$ cat src/rtl/addr_stack_if.sv
// addr_stack_if: control/address bundle between the fsm/timing control
// (master) and the program-counter stack (slave).
interface addr_stack_if #(
  parameter int WIDTH = 14,
  parameter int PTR_W = 3
);
  logic [2:0]       op;
  logic [WIDTH-1:0] din;
  logic [PTR_W-1:0] rd_idx;
  logic             err_clr;
  logic [WIDTH-1:0] pc;
  logic [WIDTH-1:0] rd_data;
  logic [PTR_W-1:0] level;
  logic             overflow;
  logic             underflow;

  modport master (
    output op, din, rd_idx, err_clr,
    input  pc, rd_data, level, overflow, underflow
  );

  modport slave (
    input  op, din, rd_idx, err_clr,
    output pc, rd_data, level, overflow, underflow
  );
endinterface

$ cat src/rtl/addr_stack.sv
// addr_stack: rotating program-counter / return-address stack.
// The active PC is mem[sp]; CALL/RET move sp instead of copying entries.
// Optional feature macro: ADDR_STACK_GUARD_EN
//   defined   -> CALL when full / RET when empty are ignored and raise
//                sticky overflow / underflow flags (cleared by err_clr).
//   undefined -> sp and level wrap silently; flags tied to 0.
module addr_stack #(
  parameter int WIDTH = 14,
  parameter int DEPTH = 8,
  parameter int PTR_W = $clog2(DEPTH)
) (
  input  logic        clk,
  input  logic        reset,
  addr_stack_if.slave bus
);

  localparam logic [2:0] OP_INC  = 3'b001;
  localparam logic [2:0] OP_JMP  = 3'b010;
  localparam logic [2:0] OP_CALL = 3'b011;
  localparam logic [2:0] OP_RET  = 3'b100;

  logic [WIDTH-1:0] mem_q [DEPTH];
  logic [WIDTH-1:0] mem_d [DEPTH];
  logic [PTR_W-1:0] sp_q, sp_d;
  logic [PTR_W-1:0] level_q, level_d;
  logic [PTR_W-1:0] sp_inc;
  logic [PTR_W-1:0] rd_ptr;
  logic             is_call, is_ret;
  logic             call_ok, ret_ok;

  assign is_call = (bus.op == OP_CALL);
  assign is_ret  = (bus.op == OP_RET);
  assign sp_inc  = sp_q + 1'b1;

`ifdef ADDR_STACK_GUARD_EN
  localparam logic [PTR_W-1:0] LEVEL_FULL = PTR_W'(DEPTH - 1);

  logic overflow_q, overflow_d;
  logic underflow_q, underflow_d;

  // A blocked push/pop is simply dropped; only the flag records it.
  assign call_ok = (level_q != LEVEL_FULL);
  assign ret_ok  = (level_q != '0);

  // Sticky error flags: a new event in the same cycle beats err_clr.
  always_comb begin
    overflow_d  = (overflow_q  & ~bus.err_clr) | (is_call & ~call_ok);
    underflow_d = (underflow_q & ~bus.err_clr) | (is_ret  & ~ret_ok);
  end

  // Error flag registers.
  always_ff @(posedge clk or posedge reset) begin
    if (reset) begin
      overflow_q  <= 1'b0;
      underflow_q <= 1'b0;
    end else begin
      overflow_q  <= overflow_d;
      underflow_q <= underflow_d;
    end
  end

  assign bus.overflow  = overflow_q;
  assign bus.underflow = underflow_q;
`else
  logic unused_err_clr;

  // Original behaviour: pointer and level wrap, oldest entry is overwritten.
  assign call_ok        = 1'b1;
  assign ret_ok         = 1'b1;
  assign unused_err_clr = bus.err_clr;
  assign bus.overflow   = 1'b0;
  assign bus.underflow  = 1'b0;
`endif

  // Next-state for entries, pointer and nesting level from the current op.
  always_comb begin
    for (int i = 0; i < DEPTH; i++) begin
      mem_d[i] = mem_q[i];
    end
    sp_d    = sp_q;
    level_d = level_q;
    case (bus.op)
      OP_INC:  mem_d[sp_q] = mem_q[sp_q] + 1'b1;
      OP_JMP:  mem_d[sp_q] = bus.din;
      OP_CALL: begin
        if (call_ok) begin
          sp_d          = sp_inc;
          mem_d[sp_inc] = bus.din;
          level_d       = level_q + 1'b1;
        end
      end
      OP_RET: begin
        if (ret_ok) begin
          sp_d    = sp_q - 1'b1;
          level_d = level_q - 1'b1;
        end
      end
      default: ;
    endcase
  end

  // Stack state registers; reset clears every entry.
  always_ff @(posedge clk or posedge reset) begin
    if (reset) begin
      for (int i = 0; i < DEPTH; i++) begin
        mem_q[i] <= '0;
      end
      sp_q    <= '0;
      level_q <= '0;
    end else begin
      for (int i = 0; i < DEPTH; i++) begin
        mem_q[i] <= mem_d[i];
      end
      sp_q    <= sp_d;
      level_q <= level_d;
    end
  end

  // Peek is a pure read of the registers; index wraps mod DEPTH.
  assign rd_ptr      = sp_q - bus.rd_idx;
  assign bus.rd_data = mem_q[rd_ptr];
  assign bus.pc      = mem_q[sp_q];
  assign bus.level   = level_q;

endmodule

$ cat src/flat_wrapper.sv
// flat-port wrapper written by rule: the top's interface ports become plain ports
module addr_stack_flat 
#(
  parameter int WIDTH = 14,
  parameter int DEPTH = 8,
  parameter int PTR_W = $clog2(DEPTH)
)
  (clk, reset, bus_op, bus_din, bus_rd_idx, bus_err_clr, bus_pc, bus_rd_data, bus_level, bus_overflow, bus_underflow);
  addr_stack_if #(.WIDTH(WIDTH), .PTR_W(PTR_W)) bus_i ();
  input  logic clk;
  input  logic reset;
  input wire logic [$bits(bus_i.op)-1:0] bus_op;
  input wire logic [$bits(bus_i.din)-1:0] bus_din;
  input wire logic [$bits(bus_i.rd_idx)-1:0] bus_rd_idx;
  input wire logic [$bits(bus_i.err_clr)-1:0] bus_err_clr;
  output wire logic [$bits(bus_i.pc)-1:0] bus_pc;
  output wire logic [$bits(bus_i.rd_data)-1:0] bus_rd_data;
  output wire logic [$bits(bus_i.level)-1:0] bus_level;
  output wire logic [$bits(bus_i.overflow)-1:0] bus_overflow;
  output wire logic [$bits(bus_i.underflow)-1:0] bus_underflow;
  assign bus_i.op = bus_op;
  assign bus_i.din = bus_din;
  assign bus_i.rd_idx = bus_rd_idx;
  assign bus_i.err_clr = bus_err_clr;
  assign bus_pc = bus_i.pc;
  assign bus_rd_data = bus_i.rd_data;
  assign bus_level = bus_i.level;
  assign bus_overflow = bus_i.overflow;
  assign bus_underflow = bus_i.underflow;
  addr_stack #(.WIDTH(WIDTH), .DEPTH(DEPTH), .PTR_W(PTR_W)) u_core (.clk(clk), .reset(reset), .bus(bus_i));
endmodule
$ cat config.mk
export PLATFORM = sky130hd
export DESIGN_NAME = addr_stack_flat
export DESIGN_NICKNAME = d
export VERILOG_FILES = /design/src/rtl/addr_stack_if.sv /design/src/rtl/addr_stack.sv /design/src/flat_wrapper.sv
export SDC_FILE = /design/constraint.sdc
export NUM_CORES = 1
export LEC_CHECK = 0
export ABC_AREA = 1
export CAP_MARGIN = 20
export CORE_UTILIZATION = 56
export DETAILED_ROUTE_END_ITERATION = 16
export PLACE_DENSITY = 0.78
export SKIP_LAST_GASP = 1
export SYNTH_ARGS = -nofsm -noshare
export SYNTH_HDL_FRONTEND = slang
export SYNTH_SLANG_ARGS = --single-unit
$ cat constraint.sdc
create_clock -name clk -period 3.9 [get_ports clk]
set_input_delay 0.975 -clock clk [delete_from_list [all_inputs] [get_ports clk]]
set_output_delay 0.975 -clock clk [all_outputs]
set_load 0.1 [all_outputs]
==> reports/metrics.cfg <==
[setup_path]
cp_max_fo = 5
crit_start = bus_rd_idx[0]
worst_setup_path_start_kind = input port
end_kind = output port
cp_slowest_cell = fa_2
criticalPathCategory = in -> out
arrival_ns = 2.96
required_ns = 2.92
crit_chain = buf_6, ha_4, inv_2, fa_2, clkinvlp_4, buf_12, buf_8, o21ai_2, nor2_2, a31oi_4, buf_12
cp_common_cell = buf_12
reg2regPathDepth = 14
crit_family = buffers and inverters
ff2ff_setup_slack_ns = 0.48
critPathCapture = bus_rd_data[9]
cpPeakStageDelay_ns = 0.57
cp_num_buf_inv = 6
crit_cells = 11
r2r-start = u_core.sp_q[0]

[sta]
setup_viol = 2
worst_pin_slew_ns = 1.04
hold_viol = 0
fin_hold_ws_ns = 0.475
slew_headroom_pct = 30.9
fin_crit_sh_pct = 101
min_period_ns = 3.93
timing.final.ws_setup_ns = -0.0312
grt_setup_unrepaired = true
skew_ns = 0.0102
fmax_mhz = 254
maxSlewViolCount = 0

[drt]
avgRoutedWirePerCell_um = 20.8
routed_via_density = 6.39
antenna_left = 0
first_pass_iters = 8
drtIter0Drc = 1896
finalWirelength_mm = 45.2
route.detailed.drc = 0
num_vias = 13900

[grt]
grt_util_all_layers_pct = 44.9
grt_pass1_wl_mm = 69.6
first_global_vias = 12400
grt_max_degree = 115
grt-ovfl-total = 0
antenna_found_initial = 0

[run_status]
status = complete, but fails checks
violations = negative setup slack

[synthesis]
synth_top_area_share_pct = 26.2
ys_ff_latch = 118
syn_area_um2 = 11300
synth_cell_types = 45
async_flop_share_pct = 100
ys_seq_area_share_pct = 26.2
ys_warn_count = 0
synth.largest_area_cell = dfrtp_1
synth.area.top_cells = dfrtp_1, o21ai_0, nand2_1
synth_area_per_cell_um2 = 5.96
syn_inst = 1893
synth_edf_count = 0
synth_flop_cell = dfrtp_1

[floorplanning]
die_area_um2 = 20700
fp-row-count = 51
top_level_ports = 56
die_w_um = 144
die_h_um = 144
fp.coreArea_um2 = 19600
initial_core_util_pct = 57.6

[placement]
port_buffers = 52
dpl_worst_slack_ns = -0.496
detailed_place_hpwl_mm = 29.9
place_congestion = 0.952

[layout]
layout_commonest_cell = nand2_1
finalCoreUtilization_pct = 68.4
n_antenna_cell = 0
final_nets = 1923
layout-drive-gt1-share_pct = 10.9
area_delta_synth_final_pct = 18.7
final_cell_mix = nand2_1, o21ai_0, a21oi_1

[clock_network]
cts.sinks = 118
clk_pin_slew_ns = 0.06
h-tree-depth = 4
clock-root-buffer = clkbuf_16
postCtsHoldBufs = 0
cts_buffer_depth = 2
clk_latency_ns = 0.43
cts_tree = yes
cts_buffers = 17

[worst_hold_path]
hold_path_class = reg -> reg

[flow_run]
cap_violations = 0

-- stage by stage --
stage / instance area [µm²] / cells / TNS [ns]
5_1_grt: 13400 / 2172 / -0.0774
3_5_place_dp: 12600 / 2138 / -5.76
3_3_place_gp: 12600 / 2138 / -6.17
2_1_floorplan: 11500 / 1894 / -0.319
6_report: 13400 / 2172 / -0.0456
4_1_cts: 13400 / 2172 / -0.0712
-- cell families (layout without fill, tap and decap cells) --
logic type                 after synthesis  after routing  share of synthesized area [%]
and+or+nand+nor                        738            738                           27.1
DFF                                    118            118                           26.2
adders and majority gates                6              6                          0.798
AOI/OAI and AO/OA                      703            703                           33.0
muxes                                    4              4                          0.355
xor gates and xnor gates                11             11                           1.42
buffers and inverters                  312            325                           11.2
other                                    1              2                         0.0332
-- repair_timing --
action / in CTS / in global routing
cloned: 1 / 0
pin swaps: 9 / 4
buffers inserted: 3 / 0
gates resized for setup: 35 / 14
setup endpoints to repair: 14 / 14
-- Yosys cell counts (3+ instances only) --
cell,n
nand2_1,419
o21ai_0,371
a21oi_1,229
nor2_1,207
inv_1,162
dfrtp_1,118
clkbuf_1,88
nand3_1,67
a22oi_1,22
o211ai_1,22
buf_2,16
o21ai_1,16
buf_1,15
nand2_2,15
o22ai_1,15
a31oi_1,14
buf_4,11
inv_2,9
nor3_1,8
a221oi_1,6
clkinv_1,6
o221ai_1,6
nor2_4,5
xor2_1,5
ha_1,4
mux2i_1,4
nand4_2,4
buf_6,3
nand3_2,3
nor2_2,3
-- layer usage --
layer	vias up	part of all wire, %	track usage, %
met4	0	7.1	29.8
met3	231	13	10.5
met2	1064	43	68.0
met1	6255	37	57.1
li1	6327	-	-
met5	-	0	0
-- final cells by class --
type                       count  area (µm²)
multi-input combinational   1464        7370
fill                        1796        6190
sequential                   118        2950
timing repair buffer         116        1440
inverter                     177         673
clock buffer                  23         468
tap                          265         332
clock inverter                 9         173
-- how the worst min path moves through the flow --
stage	startpoint	endpoint	slack, ns	cells past startpoint
finish	u_core.bus.level[2]	u_core.bus.level[2]	0.47	1
global route	u_core.bus.level[2]	u_core.bus.level[2]	0.51	1
CTS	u_core.bus.level[2]	u_core.bus.level[2]	0.48	1
detailed placement	u_core.bus.level[2]	u_core.bus.level[2]	0.47	1
global placement	u_core.bus.level[2]	u_core.bus.level[2]	0.46	1
floorplan	flop	flop	0.47	2
-- worst reg2reg max path, cell delays in order, from the launching register on --
cell and delay [ns]:
dfrtp_2 0.38, buf_4 0.79, nand2_1 0.14, nand2_1 0.10, nand2_1 0.05, nand2_1 0.10
nand2_1 0.08, nand2_2 0.27, inv_2 0.13, ha_1 0.22, xor2_1 0.46, buf_4 0.25
nor3_1 0.06, o21ai_0 0.14, o21ai_0 0.11
Power is left out: the tool's default activity adds up to more than one toggle a clock period on the data nets, which glitch-free logic cannot reach.
